[src/rtl/ramio_dma_master.sv]
// Block-copy initiator for the RAMIO client port: moves 32-bit words between RAM
// and a valid/ready stream, one full-word access at a time.
module ramio_dma_master #(
    parameter int          LEN_WIDTH = 16,
    parameter logic [31:0] MMIO_BASE = 32'hFFFF_FFF0
) (
    input  logic                 clk,
    input  logic                 rst_n,
    input  logic                 cmd_valid,
    output logic                 cmd_ready,
    input  logic                 cmd_write,
    input  logic [31:0]          cmd_addr,
    input  logic [LEN_WIDTH-1:0] cmd_len,
    input  logic                 in_valid,
    output logic                 in_ready,
    input  logic [31:0]          in_data,
    output logic                 out_valid,
    input  logic                 out_ready,
    output logic [31:0]          out_data,
    output logic                 done,
    output logic                 err,
    output logic                 active,
    output logic                 ram_enable,
    output logic [1:0]           ram_write_type,
    output logic [2:0]           ram_read_type,
    output logic [31:0]          ram_address,
    output logic [31:0]          ram_data_in,
    input  logic [31:0]          ram_data_out,
    input  logic                 ram_data_out_ready,
    input  logic                 ram_busy
);

    typedef enum logic [2:0] {
        IDLE, FETCH, ISSUE_WR, WAIT_WR, ISSUE_RD, WAIT_RD, PUSH, FIN
    } state_e;

    localparam logic [LEN_WIDTH-1:0] LEN_ONE = LEN_WIDTH'(1);

    state_e               state_q, state_d;
    logic [31:0]          addr_q, addr_d;
    logic [31:0]          data_q, data_d;
    logic [LEN_WIDTH-1:0] remain_q, remain_d;
    logic                 write_q, write_d;
    logic                 err_q, err_d;
    logic                 up_q;
    logic [32:0]          last_byte;
    logic                 range_bad;
    logic                 last_word;

    // Last byte touched, computed with a carry bit so wrap past 4 GiB is caught.
    always_comb begin
        last_byte = {1'b0, cmd_addr[31:2], 2'b00}
                  + {{(31 - LEN_WIDTH){1'b0}}, cmd_len, 2'b00} - 33'd1;
        range_bad = last_byte[32] || (last_byte[31:0] >= MMIO_BASE);
        last_word = (remain_q == LEN_ONE);
    end

    always_comb begin
        // NOTE: every always_comb target gets a default first so no path can infer a latch.
        state_d  = state_q;
        addr_d   = addr_q;
        data_d   = data_q;
        remain_d = remain_q;
        write_d  = write_q;
        err_d    = err_q;
        case (state_q)
            IDLE: begin
                if (cmd_valid && cmd_ready) begin
                    addr_d   = {cmd_addr[31:2], 2'b00};
                    remain_d = cmd_len;
                    write_d  = cmd_write;
                    err_d    = 1'b0;
                    if (cmd_len == '0) begin
                        state_d = FIN;
                    end else if (range_bad) begin
                        err_d   = 1'b1;
                        state_d = FIN;
                    end else begin
                        state_d = cmd_write ? FETCH : ISSUE_RD;
                    end
                end
            end
            FETCH: begin
                if (in_valid) begin
                    data_d  = in_data;
                    state_d = ISSUE_WR;
                end
            end
            ISSUE_WR: if (!ram_busy) state_d = WAIT_WR;
            WAIT_WR: begin
                if (!ram_busy) begin
                    addr_d   = addr_q + 32'd4;
                    remain_d = remain_q - LEN_ONE;
                    state_d  = last_word ? FIN : FETCH;
                end
            end
            ISSUE_RD: if (!ram_busy) state_d = WAIT_RD;
            WAIT_RD: begin
                if (ram_data_out_ready) begin
                    data_d  = ram_data_out;
                    state_d = PUSH;
                end
            end
            PUSH: begin
                if (out_ready) begin
                    addr_d   = addr_q + 32'd4;
                    remain_d = remain_q - LEN_ONE;
                    state_d  = last_word ? FIN : ISSUE_RD;
                end
            end
            FIN:     state_d = IDLE;
            default: state_d = IDLE;
        endcase
    end

    // NOTE: state flops use non-blocking assignments so every flop samples pre-edge values.
    always_ff @(posedge clk or negedge rst_n) begin
        if (!rst_n) begin
            state_q  <= IDLE;
            addr_q   <= '0;
            data_q   <= '0;
            remain_q <= '0;
            write_q  <= 1'b0;
            err_q    <= 1'b0;
            up_q     <= 1'b0;
        end else begin
            state_q  <= state_d;
            addr_q   <= addr_d;
            data_q   <= data_d;
            remain_q <= remain_d;
            write_q  <= write_d;
            err_q    <= err_d;
            up_q     <= 1'b1;
        end
    end

    // The request rises in the issue cycle once RAMIO is free and holds through completion,
    // which leaves exactly one idle cycle between back-to-back words.
    always_comb begin
        cmd_ready      = up_q && (state_q == IDLE);
        in_ready       = (state_q == FETCH);
        out_valid      = (state_q == PUSH);
        out_data       = data_q;
        done           = (state_q == FIN);
        err            = (state_q == FIN) && err_q;
        active         = (state_q != IDLE);
        ram_enable     = (((state_q == ISSUE_WR) || (state_q == ISSUE_RD)) && !ram_busy)
                       || (state_q == WAIT_WR) || (state_q == WAIT_RD);
        ram_write_type = (ram_enable && write_q)  ? 2'b11  : 2'b00;
        ram_read_type  = (ram_enable && !write_q) ? 3'b111 : 3'b000;
        ram_address    = addr_q;
        ram_data_in    = data_q;
    end

endmodule

[config.mk]
export PLATFORM = sky130hd
export DESIGN_NAME = ramio_dma_master
export DESIGN_NICKNAME = d
export VERILOG_FILES = /design/src/rtl/ramio_dma_master.sv
export SDC_FILE = /design/constraint.sdc
export NUM_CORES = 1
export LEC_CHECK = 0
export CORE_ASPECT_RATIO = 1.5
export CORE_MARGIN = 2
export CORE_UTILIZATION = 49
export DETAILED_ROUTE_END_ITERATION = 8
export HOLD_SLACK_MARGIN = 0.02
export PLACE_DENSITY_LB_ADDON = 0.25
export SLEW_MARGIN = 20
export SYNTH_ARGS = -nofsm -noshare
export SYNTH_HDL_FRONTEND = slang
export SYNTH_SLANG_ARGS = --single-unit
export TNS_END_PERCENT = 30
[constraint.sdc]
create_clock -name clk -period 3.5 [get_ports clk]
set_input_delay 0.7 -clock clk [delete_from_list [all_inputs] [get_ports clk]]
set_output_delay 0.7 -clock clk [all_outputs]
set_load 0.03 [all_outputs]
==> results.json <==
{
  "die_width_um": 105.4,
  "die_y_um": 156.0,
  "dpl.hpwl_um": 22070,
  "path_max_fanout": 5,
  "finalCritPeriodShare": 0.9989,
  "grt_max_degree": 65,
  "setup_viol_count_final": 0,
  "timing.final.ws_setup_ns": 0.003722,
  "antenna_found_initial": 1,
  "core_mm2": 0.01507,
  "ir_drop_mv": 0.5515,
  "outcome": "complete, no violations",
  "grt_pass1_vias": 8738,
  "insertion_delay_ns": 0.35,
  "postSynthAreaPerCell_um2": 7.490,
  "clock-sinks": 84,
  "hold_path.class": "in -> async",
  "worst_ep_required_time_ns": 3.76,
  "routabilityCongestion": 0.9451,
  "synth_seq_area_share": 0.2784,
  "ys.flop_type": "dfrtp_1",
  "final_cells": 1538,
  "grt_usage": 0.3352,
  "drtIter0Drc": 788,
  "worst_pin_slew_ns": 0.6700,
  "cts_tree": "built",
  "rows": 55,
  "wl_per_cell_um": 19.01,
  "startpoint_type": "input pin",
  "cts_max_level": 3,
  "nFillCells": 997,
  "start_util": 0.5010,
  "syn-cell-area_mm2": 0.007550,
  "grt_pass1_wl_um": 43760,
  "pin_count": 228,
  "leakagePower_nw": 5.308,
  "timing.final.crit_period_ns": 3.496,
  "ys_ff_latch": 84,
  "fin_nets": 1499,
  "finalHoldViolations": 0,
  "dp.cells": 1508,
  "grt_use_met2": 0.6209,
  "syn2layout_area_growth_pct": 56.70,
  "firstDrtPassIters": 6,
  "async_flop_share": 1.000,
  "grt-ovfl-total": 0,
  "ys.warnings.count": 0,
  "maxSlewViolCount": 0,
  "maxCapViolCount": 0,
  "cp-end-kind": "flip-flop",
  "root_buffer": "clkbuf_16",
  "max_freq_mhz": 286.0,
  "maxSlewHeadroom": 0.5522,
  "synth_edf_count": 0,
  "pre_cts_ws_ns": -0.7000,
  "layout-drive-gt1-share": 0.2334,
  "synth_cells": 1008,
  "clock_path_buffers": 2,
  "die_area_mm2": 0.01644,
  "postRouteWirelength_um": 29230,
  "grtUsageMet3": 0.05305,
  "cts_buffers": 9,
  "skew_ns": 0.01495,
  "portBuffers": 223,
  "yosysUniqueCellTypes": 74,
  "arrival_ns": 3.76,
  "grt-busiest-layer": "met2",
  "antenna_left": 0,
  "dr_total_vias": 9211,
  "pwr_density_cell_mw_per_mm2": 727.4,
  "met1_usage": 0.3577,
  "drc_errors": 0,
  "critical_path_class": "in -> reg",
  "vias_per_cell": 5.989,
  "path_clk_slew_ns": 0.07
}
[timing repair]
item	4_1_cts	5_1_grt
gates resized for setup	63	85
hold buffers	0	0
setup buffers	1	11
pin swaps	25	34
gates cloned	0	0
endpoints found under the setup margin	4	4
[synth_stat cells (12+ instances only)]
master	number	area share
o21ai_0	93	0.062
a21oi_1	99	0.066
dfrtp_1	84	0.28
nand2_1	109	0.054
clkbuf_1	46	0.023
mux2i_1	34	0.045
o22ai_1	18	0.015
and3_1	15	0.012
buf_4	37	0.037
nor2_1	59	0.029
a31oi_1	12	0.0099
nand4_1	20	0.017
nor3_1	28	0.019
nand3_1	31	0.021
inv_1	97	0.048
ha_1	46	0.076
[stage by stage]
step / setup TNS [ns] / util / power (mW) / instance area, um^2 / hold WS, ns
6_report: 0 / 0.7850 / 8.606 / 11830 / 0.3460
5_1_grt: -0.4638 / 0.7848 / 9.088 / 11830 / 0.3715
4_1_cts: 0 / 0.7560 / 8.403 / 11390 / 0.3600
3_5_place_dp: -2.628 / 0.7181 / 7.240 / 10820 / 0.4977
3_3_place_gp: -2.378 / 0.7181 / 7.100 / 10820 / 0.4819
2_1_floorplan: 0 / - / 5.280 / 7553 / 0.4044
[logic make-up (layout without fill, tap and decap cells)]
kind of cell / count (synthesis) / after routing / synth area share
compound gates: 322 / 322 / 0.2620
simple gates: 318 / 318 / 0.2065
buf+inv: 190 / 518 / 0.1142
flops: 84 / 84 / 0.2784
fa+ha+maj: 48 / 48 / 0.08021
mux: 37 / 37 / 0.04955
xor+xnor: 7 / 7 / 0.008121
other cells: 2 / 5 / 0.0009947
[cell type report]
class                           count  area [um^2]  share of cell area
Multi-Input combinational cell    735         5165              0.4366
Timing Repair Buffer              405         3637              0.3075
Sequential cell                    84         2102              0.1777
Inverter                           97        364.1             0.03078
Tap cell                          199        249.0             0.02105
Clock buffer                        9        225.2             0.01904
Clock inverter                      7        82.58            0.006980
Antenna cell                        2        5.005           0.0004231
[power by group]
group | leakage (nW) | internal, mW | switching [mW] | total (mW)
registers | 1.01 | 1.44 | 0.474 | 1.92
logic | 4.14 | 2.36 | 3.30 | 5.66
clock network | 0.150 | 0.567 | 0.456 | 1.02
[state kept, by name, summed over array words and instances (netlist names)]
register	cells
out_data	32
ram_address	30
remain_q	16
state_q	3
err_q	1
up_q	1
write_q	1
[worst paths after layout]
kind,slack [ns],startpoint,to,depth (start not counted)
setup reg to reg,0.85,ram_address[7],ram_address[31],8
hold reg to reg,0.51,out_data[0],out_data[0],2
min in group clk,0.51,out_data[0],out_data[0],2
hold / removal,0.35,rst_n,up_q,1
setup / recovery,0.004,cmd_addr[22],state_q[0],11
max in group asynchronous,2.37,rst_n,ram_address[21],2
[critical path: stages]
cell	delay [ns]
clkdlybuf4s50_1	0.50
buf_4	0.19
ha_2	0.37
nand2_1	0.09
or3_4	0.41
nor2_4	0.12
nor3_1	0.07
or4_4	0.54
nor4_4	0.38
nand4_4	0.20
a21oi_2	0.18
[per-layer routing]
layer,routed length (um),vias to the layer above
met4,1768,0
met3,2162,136
met1,10230,4284
li1,-,4229
met5,0,-
met2,15070,562
[placed cells by master (no fill, tap or decap), types with 9 or more instances in the layout]
cell / instances
clkdlybuf4s50_1: 195
and3_1: 13
nand4_1: 20
nand3_1: 31
ha_1: 28
nor3_1: 26
inv_2: 17
a21oi_2: 14
ha_4: 17
dlymetal6s2s_1: 19
o22ai_1: 18
clkbuf_16: 9
dfrtp_1: 84
o211ai_1: 11
nor2_1: 57
a21oi_1: 80
inv_1: 80
o21ai_0: 89
a31oi_1: 10
nand2_1: 106
mux2i_1: 34
buf_4: 180
a22oi_1: 9
and2_1: 9
No activity file was read; power rests on OpenSTA's default activity.
==> variant: new RTL, same settings <==
The parameter `LEN_WIDTH` goes from 16 to 8.
--- a/src/rtl/ramio_dma_master.sv
+++ b/src/rtl/ramio_dma_master.sv
@@ -2,5 +2,5 @@
 // and a valid/ready stream, one full-word access at a time.
 module ramio_dma_master #(
-    parameter int          LEN_WIDTH = 16,
+    parameter int          LEN_WIDTH = 8,
     parameter logic [31:0] MMIO_BASE = 32'hFFFF_FFF0
 ) (
Interface: changed (resized cmd_len); port bits go from 228 to 220. No check against the original RTL was run, so the function may have changed too.
==> variant against the original RTL <==
Via count fell by 12%. Design area shrank 9.9%. Count of clock-buffer cells in the layout rose by 1. Sequential cell count fell by 8. Worst setup slack improved by 0.0015 ns. Synthesized area is 8.5% lower. Register-to-register slack barely moved. Routed wire length down 9.0%. Power down 10%. Largest power group unchanged. Highest routed layer unchanged. Clock skew down 0.0039 ns.
==> variant: results <==
[final_layout]
fillers = 1052
drive_gt1_frac = 0.203
fin_nets = 1360
multi_input_area_sq_um = 4540
antenna-diode-count = 0
largest_register_ffs = 32

[timing]
relSlewSlack = 0.495
finalClockSkew_ns = 0.0110

[power]
vdd_drop_max_uv = 416
leakagePower_nw = 4.73

[clocking]
clockBufferDepth = 2
clk_pin_slew_ns = 0.06
clk-insertion-delay-late_ns = 0.34
htreeDepth = 3
cts.root.buffer_cell = clkbuf_16
numCtsBuffers = 9

[drt]
drt_iter0_markers = 487
post_drt_wl_per_cell_microns = 19.3
via_count = 8148
first_pass_iters = 5
viasPerCell = 5.91

[placed_design]
place_ws_ns = -0.592
gp_congestion = 1.02
dpl_cell_area_sq_um = 9930
dpl.hpwl_microns = 20500
port_buffers = 215

[critical_path]
crit_path_max_fanout = 2
arrival_ns = 3.74
r2r_start = ram_address[2]$_DFFE_PN0P_
crit_start = cmd_len[1]
cp_top_family = compound AO/OA/AOI/OAI gates
cpMaxStageDelayCell = fa_2
critPathMaxStageDelay_ns = 0.37

[synth]
yosys-top-cells-area = dfrtp_1 (28%), ha_1 (6.9%), a21oi_1 (6.6%), o21ai_0 (6.3%), nand2_1 (5.3%)
async_reset_ff_frac = 1.00
yosysSeqAreaShare = 0.275
synthCells = 914
ys_top_cells_by_count = nand2_1 (98), a21oi_1 (91), o21ai_0 (87)
ys_warn_count = 0
synth_flop_cell = dfrtp_1
synth_cell_types = 79
synth-edff-count = 0

[status]
outcome = complete, no violations

[grt]
grt_antenna_before_repair = 0
grt_pass1_wl_microns = 40800
grt_use_met2 = 0.634
track_usage = 0.347
met3_usage = 0.0445
grt_pass1_vias = 7892
grt_max_degree = 77
use_met1 = 0.388

[min_path]
min_path_type = in2async
[variant: final cells by class]
class,count,share of cell area
timing repair buffer,379,0.322
clock inverter,6,0.0106
tap,165,0.0194
sequential,76,0.178
clock buffer,10,0.0215
multi-input combinational,677,0.425
inverter,66,0.0232
[variant: cell families after synthesis]
| family | Yosys count | synth area share |
|---|---|---|
| flops | 76 | 0.275 |
| mux | 39 | 0.0571 |
| fa+ha+maj | 40 | 0.0732 |
| other cells | 2 | 0.00109 |
| xor+xnor | 7 | 0.00888 |
| buf+inv | 162 | 0.114 |
| simple gates | 288 | 0.199 |
| compound gates | 300 | 0.271 |
[variant: repair_timing]
item	in CTS	in global routing
setup endpoints to repair	4	4
resized for setup	58	16
buffers inserted	6	1
pin swaps	33	13
[variant: path summary, 6_finish.rpt]
path,endpoint,slack (ns),cells after the start
min in group clk,out_data[24]$_DFFE_PN0P_,0.50,2
worst min-delay path,ram_address[3]$_DFFE_PN0P_,0.24,1
worst min register to register,out_data[24]$_DFFE_PN0P_,0.50,2
worst max-delay path,state_q[0]$_DFFE_PN0P_,0.005,14
worst max register to register,ram_address[30]$_DFFE_PN0P_,0.85,9
max in group asynchronous,ram_address[16]$_DFFE_PN0P_,2.67,2
[variant: layer usage]
metal	wire (microns)	vias to the layer above
met5	0	-
met2	14100	376
li1	-	3841
met3	1610	75
met4	1350	0
met1	9580	3856
[variant: power by group]
part / total, mW / switching, mW / internal, mW
registers: 1.72 / 0.423 / 1.30
clock network: 1.09 / 0.389 / 0.699
logic: 4.94 / 2.88 / 2.06
total: 7.75 / 3.70 / 4.05
